===== config.mk =====
export PLATFORM = sky130hd
export DESIGN_NAME = nand_target
export DESIGN_NICKNAME = d
export VERILOG_FILES = /design/src/rtl/nand_target.sv
export SDC_FILE = /design/constraint.sdc
export NUM_CORES = 1
export LEC_CHECK = 0
export ABC_CLOCK_PERIOD_IN_PS = 2800
export CAP_MARGIN = 40
export CORE_AREA = 4 4 154 126
export DETAILED_ROUTE_END_ITERATION = 10
export DIE_AREA = 0 0 158 130
export PLACE_DENSITY = 0.49
export SLEW_MARGIN = 0
export SYNTH_ARGS = -nofsm -noshare
export SYNTH_HDL_FRONTEND = slang
export SYNTH_SLANG_ARGS = --single-unit

===== constraint.sdc =====
create_clock -name clk -period 2.8 [get_ports clk]
set_input_delay 0.56 -clock clk [delete_from_list [all_inputs] [get_ports clk]]
set_output_delay 0.56 -clock clk [all_outputs]
set_load 0.05 [all_outputs]

===== src/rtl/nand_target.sv =====
// nand_target: behavioural NAND flash target for host-controller bring-up.
// Supports READ ID (90h), PAGE READ (00h/30h), READ STATUS (70h) and RESET (FFh).
// Page data is synthetic: each byte is col[7:0] ^ row[7:0].
//
// Ports
//   clk            single clock, all state changes on its rising edge
//   nreset         asynchronous active-low reset
//   nand_cle/ale   command / address latch enables
//   nand_nce       chip enable (active low)
//   nand_nwe       write strobe (active low)
//   nand_nre       read strobe (active low)
//   nand_nwp       write protect (active low), reported in status bit 7
//   nand_data_in   host-driven bus value
//   nand_data_out  target-driven bus value
//   nand_data_oe   high while the target drives the bus
//   nand_rnb       ready (1) / busy (0)
module nand_target #(
    parameter logic [7:0]  ID0         = 8'h2C,
    parameter logic [7:0]  ID1         = 8'hE5,
    parameter logic [7:0]  ID2         = 8'hFF,
    parameter logic [7:0]  ID3         = 8'h03,
    parameter logic [7:0]  ID4         = 8'h86,
    parameter int unsigned TR_CYCLES   = 16,
    parameter int unsigned TRST_CYCLES = 8,
    parameter int unsigned PAGE_SIZE   = 2112
) (
    input  logic       clk,
    input  logic       nreset,
    input  logic       nand_cle,
    input  logic       nand_ale,
    input  logic       nand_nce,
    input  logic       nand_nwe,
    input  logic       nand_nre,
    input  logic       nand_nwp,
    input  logic [7:0] nand_data_in,
    output logic [7:0] nand_data_out,
    output logic       nand_data_oe,
    output logic       nand_rnb
);

    typedef enum logic [2:0] {
        IDLE, ADDR_ID, ADDR_RD, BUSY, OUT_ID, OUT_STATUS, OUT_DATA
    } state_t;

    localparam logic [15:0] COL_LAST = 16'(PAGE_SIZE - 1);

    state_t      state, prev_state, busy_next, eff_state;
    logic        s1_cle, s1_ale, s1_nce, s1_nwe, s1_nre, s1_nwp;
    logic [7:0]  s1_data;
    logic        s2_nwe, s2_nre;
    logic [15:0] busy_cnt;
    logic [15:0] col;
    logic [23:0] row;
    logic [2:0]  addr_cnt;
    logic [2:0]  id_idx;
    logic [7:0]  id_byte, out_byte;
    logic        nwe_rise, nre_fall, nre_rise, cmd_strobe, addr_strobe;
    logic        in_out_state, still_busy;

    assign nwe_rise    = !s2_nwe &&  s1_nwe && !s1_nce;
    assign nre_fall    =  s2_nre && !s1_nre && !s1_nce;
    assign nre_rise    = !s2_nre &&  s1_nre && !s1_nce;
    assign cmd_strobe  = nwe_rise &&  s1_cle && !s1_ale;
    assign addr_strobe = nwe_rise &&  s1_ale && !s1_cle;
    assign in_out_state = (state == OUT_ID) || (state == OUT_STATUS) || (state == OUT_DATA);

    // Command decode sees the state underneath a status read, already advanced
    // past a countdown that expires on this same edge, so a command can never
    // park the machine in BUSY with the counter at zero.
    always_comb begin
        eff_state = (state == OUT_STATUS) ? prev_state : state;
        if (eff_state == BUSY && busy_cnt == 16'd1)
            eff_state = busy_next;
        still_busy = (eff_state == BUSY);
    end

    always_comb begin
        case (id_idx)
            3'd0:    id_byte = ID0;
            3'd1:    id_byte = ID1;
            3'd2:    id_byte = ID2;
            3'd3:    id_byte = ID3;
            3'd4:    id_byte = ID4;
            default: id_byte = '0;
        endcase
        case (state)
            OUT_ID:     out_byte = id_byte;
            OUT_STATUS: out_byte = {s1_nwp, nand_rnb, 6'b0};
            default:    out_byte = col[7:0] ^ row[7:0];
        endcase
    end

    always_ff @(posedge clk or negedge nreset) begin
        if (!nreset) begin
            s1_cle        <= 1'b0;
            s1_ale        <= 1'b0;
            s1_nce        <= 1'b1;
            s1_nwe        <= 1'b1;
            s1_nre        <= 1'b1;
            s1_nwp        <= 1'b1;
            s1_data       <= '0;
            s2_nwe        <= 1'b1;
            s2_nre        <= 1'b1;
            state         <= IDLE;
            prev_state    <= IDLE;
            busy_next     <= IDLE;
            busy_cnt      <= '0;
            col           <= '0;
            row           <= '0;
            addr_cnt      <= '0;
            id_idx        <= '0;
            nand_rnb      <= 1'b1;
            nand_data_oe  <= 1'b0;
            nand_data_out <= '0;
        end else begin
            s1_cle  <= nand_cle;
            s1_ale  <= nand_ale;
            s1_nce  <= nand_nce;
            s1_nwe  <= nand_nwe;
            s1_nre  <= nand_nre;
            s1_nwp  <= nand_nwp;
            s1_data <= nand_data_in;
            s2_nwe  <= s1_nwe;
            s2_nre  <= s1_nre;

            // Busy countdown runs regardless of chip enable or status reads.
            if (busy_cnt != '0) begin
                busy_cnt <= busy_cnt - 16'd1;
                if (busy_cnt == 16'd1) begin
                    nand_rnb <= 1'b1;
                    if (state == BUSY)
                        state <= busy_next;
                    else if (state == OUT_STATUS && prev_state == BUSY)
                        prev_state <= busy_next;
                end
            end

            // Read-side bus handling.
            if (s1_nce) begin
                nand_data_oe <= 1'b0;
            end else if (nre_fall && in_out_state) begin
                nand_data_oe  <= 1'b1;
                nand_data_out <= out_byte;
            end else if (nre_rise) begin
                nand_data_oe <= 1'b0;
                if (state == OUT_ID && id_idx < 3'd5)
                    id_idx <= id_idx + 3'd1;
                if (state == OUT_DATA)
                    col <= (col == COL_LAST) ? '0 : col + 16'd1;
            end

            // Command / address latch; placed last so FFh clears win.
            if (cmd_strobe) begin
                case (s1_data)
                    8'hFF: begin
                        state     <= BUSY;
                        busy_cnt  <= 16'(TRST_CYCLES);
                        busy_next <= IDLE;
                        nand_rnb  <= 1'b0;
                        col       <= '0;
                        row       <= '0;
                        addr_cnt  <= '0;
                        id_idx    <= '0;
                    end
                    8'h70: begin
                        if (state != OUT_STATUS)
                            prev_state <= state;
                        state <= OUT_STATUS;
                    end
                    8'h90: state <= still_busy ? BUSY : ADDR_ID;
                    8'h00: begin
                        if (still_busy) begin
                            state <= BUSY;
                        end else begin
                            state    <= ADDR_RD;
                            addr_cnt <= '0;
                        end
                    end
                    8'h30: begin
                        if (still_busy) begin
                            state <= BUSY;
                        end else if (eff_state == ADDR_RD && addr_cnt == 3'd5) begin
                            state     <= BUSY;
                            busy_cnt  <= 16'(TR_CYCLES);
                            busy_next <= OUT_DATA;
                            nand_rnb  <= 1'b0;
                        end else begin
                            state <= IDLE;
                        end
                    end
                    default: state <= still_busy ? BUSY : IDLE;
                endcase
            end else if (addr_strobe) begin
                if (state == ADDR_ID) begin
                    state  <= OUT_ID;
                    id_idx <= '0;
                end else if (state == ADDR_RD && addr_cnt < 3'd5) begin
                    case (addr_cnt)
                        3'd0:    col[7:0]   <= s1_data;
                        3'd1:    col[15:8]  <= s1_data;
                        3'd2:    row[7:0]   <= s1_data;
                        3'd3:    row[15:8]  <= s1_data;
                        default: row[23:16] <= s1_data;
                    endcase
                    addr_cnt <= addr_cnt + 3'd1;
                end
            end
        end
    end

endmodule

; Word level (Yosys, flattened, before mapping)
; Cells that the tools add are included.
[word_totals]
in_bits = 16
reg_bits = 81
word_cells = 167
[classes]
muxes = 72
magnitude_cmp = 2
n_reduce_logical = 37
add_sub_neg = 4
eq_ne = 30
n_bitwise = 2
[op_table]
columns = cell, count
row1 = 16-bit 2-to-1 mux, 14
row2 = 3-bit 2-to-1 mux, 30
row3 = 8-bit 2-to-1 mux, 8
row4 = 8-bit case mux with 5 select lines, 1
row5 = 16-bit case mux with 2 select lines, 1
row6 = 3-bit by 2-bit == test with 1-bit output (second input constant), 9
row7 = 16-bit by 1-bit adder with 16-bit output (second input constant), 1
row8 = 16-bit by 1-bit == test with 1-bit output (second input constant), 1
row9 = 16-bit by 12-bit == test with 1-bit output (second input constant), 1
row10 = 8-bit == test (second input constant), 2
row11 = 1-bit logical AND, 16
row12 = 8-bit case mux with 2 select lines, 1
row13 = 16-bit nonzero test, 1
row14 = 16-bit by 1-bit subtractor with 16-bit output (second input constant), 1
row15 = 3-bit == test (second input constant), 5
row16 = 3-bit case mux with 5 select lines, 1
row17 = 3-bit case mux with 2 select lines, 2
row18 = 5-bit AND reduction, 2
row19 = 3-bit by 1-bit == test with 1-bit output (second input constant), 3
row20 = 1-bit 2-to-1 mux, 9
row21 = 8-bit by 6-bit == test with 1-bit output (second input constant), 1
row22 = 8-bit by 7-bit == test with 1-bit output (second input constant), 1
row23 = 8-bit logical NOT, 1
row24 = 2-bit 2-to-1 mux, 4
row25 = other kinds (16), 31

; Longest topological paths before layout
[depth]
word_depth = 11
ltp_mapped = 8
ltp_nobuf = 7

; Worst setup path before layout
; No wires, ideal clock.
[synth_timing]
path_kind = reg2reg
start = register busy_cnt[7]
end = register prev_state[1]
t_arrival_ns = 2.155
stages_incl_launch_ff = 7
period_less_slack_ns = 2.276
setup_slack_ns = 0.524
cell_sequence = dfrtp_1 -> or4_1 -> or4_1 -> buf_2 -> nor4_4 -> mux2_2 -> a22o_1
[synth_between]
elab_chain_len = 6
elab_cells_between_ends = 7
cone_classes = eq/ne: 1 / mux: 5 / reduce/logical: 1
[synth_lines]
columns = element, line_no
row1 = "start, declared", 51  ; logic [15:0] busy_cnt;
row2 = "start signal, assigned", 128  ; busy_cnt <= busy_cnt - 16'd1;
row3 = "start signal, assigned", 157  ; busy_cnt <= 16'(TRST_CYCLES);
row4 = "start signal, assigned", 184  ; busy_cnt <= 16'(TR_CYCLES);
row5 = 16-bit by 1-bit == test with 1-bit output, 129  ; if (busy_cnt == 16'd1) begin
row6 = 3-bit 2-to-1 mux, 129
row7 = 3-bit 2-to-1 mux *, 127  ; if (busy_cnt != '0) begin
row8 = 3-bit 2-to-1 mux, 166  ; if (state != OUT_STATUS)
row9 = 3-bit 2-to-1 mux, 154  ; case (s1_data)
row10 = 3-bit 2-to-1 mux *, 153  ; if (cmd_strobe) begin
row11 = "end signal, assigned", 134  ; prev_state <= busy_next;
row12 = "end signal, assigned", 167  ; prev_state <= state;
row13 = "end, declared", 47  ; state_t state, prev_state, busy_next, eff_state;
; Mark *: on every way between the ends. The rest lies on a longest branch, timed or not.
; A chain may end at the register's enable or synchronous reset.

; Final worst setup path
; Same ends and word-level chain as after synthesis.

==> metrics.md <==
| Metric | Value |
|---|---|
| Status | finished, final reports clean |
| Die height | 130 um |
| Crit path required time | 3.03 ns |
| Pins over their slew limit | 0 |
| Max Clock Freq | roughly 410 MHz |
| Distinct cells, synth | between 60 and 70 |
| Largest net degree at the start of global routing | 44 |
| Worst path bufs/invs | 0 |
| Cell taking the most area after synthesis | dfrtp_1 |
| Worst hold path class | in -> async |
| Most common flop cell mapped by yosys | dfrtp_1 |
| Die area | 20500 um^2 |
| Initial drt markers | 289 |
| CTS Buf Count | 9 |
| First-pass GRT wire length | roughly 19000 um |
| Worst-Skew Late Latency | ~0.34 ns |
| Slowest stage cell, crit path | or4_1 |
| I/O pins | 26 |
| Vias in the first global route | ~3500 |
| Post-Syn Nets | 498 |
| Cell row count | 44 |
| Compound-Gate Fraction of Synth Area | around 16% |
| Die W | 158 um |
| Post CTS Setup Buffer Count | 0 |
| Drt pass-1 iters | 5 |
| VDD IR-drop max | slightly above 0.3 mV |
| Period utilization | a little under nine tenths |
| Top cells by area, synth | dfrtp_1, nand2_1, dfstp_2, xnor2_1, nor2_1 |
| CP delay by family, top | simple AND/OR/NAND/NOR gates |
| H-tree Lvls | 3 |
| RD Place Congestion | between 0.8 and 0.9 |
| Mux cell area share after synthesis | roughly 1.1% |
| Worst Setup End Kind | flip-flop |
| MaxCap Viol Count | 0 |
| Flops & latches, synth | 79 |
| Total GRT Usage | 11.5% |
| Tmin final | ~2.4 ns |
| Setup-failing EPs final | 0 |
| Power density cells | approximately 780 nW/um^2 |
| CP max FO | 6 |
| Rel. slew slack | between 50% and 60% |
| Setup Crit Path Kind | reg -> reg |
| CTS root buf | clkbuf_16 |
| Share of cells above drive strength 1 | between 10% and 20% |
| Critical path arrival | around 2.6 ns |
| Sequential-to-total area share from yosys stat | between 40% and 50% |
| Fin nets | ~530 |
| ANT nets after route | 0 |
| Top cell type's share of synthesized area | about two fifths |
| Async S/R FF share, synth | between 90% and 100% |
| Post-Synth Simple-Gate Area | 24.7% |
| Mapped Avg Cell Area | roughly 9.4 um^2 |
| CTS tree | yes |
| CTS resizes | 0 |
| Largest family of logic cells by synthesized area | simple AND/OR/NAND/NOR gates |
| Antenna violations before repair | 0 |
| Critical Path Max Stage Delay | ~0.57 ns |
| Post-synth EDFFs | 0 |
| Startpoint Class | flip-flop |
| Drt wl/cell | around 16 um |
| GRT overflow | 0 |
| R2R Path Start | busy_cnt[7]$_DFF_PN0_ |
| Count leader, synth | dfrtp_1 |
| Hold Buf Count CTS | 0 |
| Final design utilization | 29.5% |
| Leak | ~0.0022 uW |
| Synth Area in XOR/XNOR | about 6.4% |
| Syn Inst Count | approximately 470 |
| Area Overhead vs Synth | 20.2% |
| Routed WL | approximately 11000 um |
| CP Cell Sequence | or4_1 > or4_1 > nor4_4 > mux2_2 > a22o_1 |
| Core Footprint | around 18000 um^2 |
| Leading cell types by count after synthesis | dfrtp_1, nand2_1, nor2_1, o21ai_0, a21oi_1 |
| Final hold vios | 0 |
| Synth Warn # | 0 |
| RSZ-0062 raised after global routing | false |
| Synthesized area | about 4400 um^2 |
| Initial core utilization | about a quarter |
| Final Skew | 0.00794 ns |
| Sinks on Clock Net | 79 |
| Hpwl dp | roughly 8600 um |
| Vias/cell | a little under 5 |
| Remaining DRCs | 0 |
| Crit-path most repeated cell | or4_1 |
| I/O Buffers | 25 |
| Clk buf depth | 2 |
| Vias | 3567 |
| Worst-path clk slew | approximately 0.060 ns |
| Adder-Cell Fraction of Synth Area | about 3.7% |
| Critical path origin | busy_cnt[7]$_DFF_PN0_ |
| Worst slew pin tran | between 0.6 and 0.7 ns |
| # diodes | 0 |
| Setup TNS | 0 ns |
layout by cell type, fill, tap and decap left out, types with 9 or more instances in the layout:
cell and n:
a211oi_1 12, nand3_1 14, nor2_1 44, inv_1 13
nand4_1 9, nand2_1 50, a21o_1 9, xnor2_1 21
buf_4 16, nand2b_1 11, o21ai_0 29, nor4_1 11
ha_1 13, dfrtp_1 72, clkdlybuf4s50_1 24, clkbuf_16 9
xor2_1 11, a21oi_1 23
flip-flops by register name, indices dropped and copies added, names as in the netlist, 3 cells and up:
name           cells
addr_cnt           3
prev_state         3
busy_cnt          16
s1_data            8
col               16
state              3
nand_data_out      8
id_idx             3
row                8
through the flow:
step / cell area, um^2 / total power, uW / setup WS (ns) / cells / hold WS (ns)
2_1_floorplan: 4390 / 2520 / 0.524 / 469 / 0.264
3_3_place_gp: 4970 / 2930 / 0.399 / 718 / 0.359
3_5_place_dp: 4970 / 2950 / 0.379 / 718 / 0.368
4_1_cts: 5280 / 4170 / 0.368 / 734 / 0.234
5_1_grt: 5280 / 4400 / 0.251 / 734 / 0.259
6_report: 5280 / 4120 / 0.384 / 734 / 0.220
path summary, 6_finish.rpt:
| kind | to | slack, ns | cells past startpoint |
|---|---|---|---|
| worst max register to register | prev_state[1]$_DFF_PN0_ | 0.38 | 5 |
| max in group asynchronous | s1_nre$_DFF_PN1_ | 1.95 | 2 |
| min in group clk | s2_nwe$_DFF_PN1_ | 0.37 | 0 |
| worst max-delay path | prev_state[1]$_DFF_PN0_ | 0.38 | 5 |
| worst min register to register | s2_nwe$_DFF_PN1_ | 0.37 | 0 |
| worst min-delay path | busy_cnt[5]$_DFF_PN0_ | 0.22 | 1 |
per-layer routing:
metal  track usage, %  vias up  routed length (um)
met3             2.75        8                 663
met5                0        -                   0
met2             15.7      104                4570
met1             18.0     1705                6120
met4             2.96        0                  87
li1                 -     1750                   -
worst register-to-register path: cells and delay by family (launching register included):
family	cells	cell delay, ns
compound gates	1	0.19
flops	1	0.40
mux	1	0.36
simple gates	3	1.35
cell families (layout without fill, tap and decap cells):
group / count (synthesis) / count (layout)
AO/OA/AOI/OAI: 107 / 107
XOR/XNOR: 32 / 32
adder cells (fa/ha/maj): 13 / 13
buffers and inverters: 35 / 70
flip-flops: 79 / 79
multiplexers: 4 / 4
AND/OR/NAND/NOR: 199 / 199
layout make-up:
class | instances | area, um^2
flip-flops and latches | 79 | 1990
fillers | 1847 | 12600
clock buffers | 12 | 256
repair buffers | 41 | 380
clock inverters | 4 | 45.0
multi-input cells | 355 | 2270
well taps | 230 | 288
inverters | 13 | 48.8
report_power, final:
part           internal [uW]  switching [uW]  total [uW]  leakage, uW
registers               1400             304        1700     0.000998
clock network            735             460        1200     0.000152
logic                    527             697        1220      0.00101
total                   2660            1460        4120      0.00216
No activity file was read; power rests on OpenSTA's default activity.
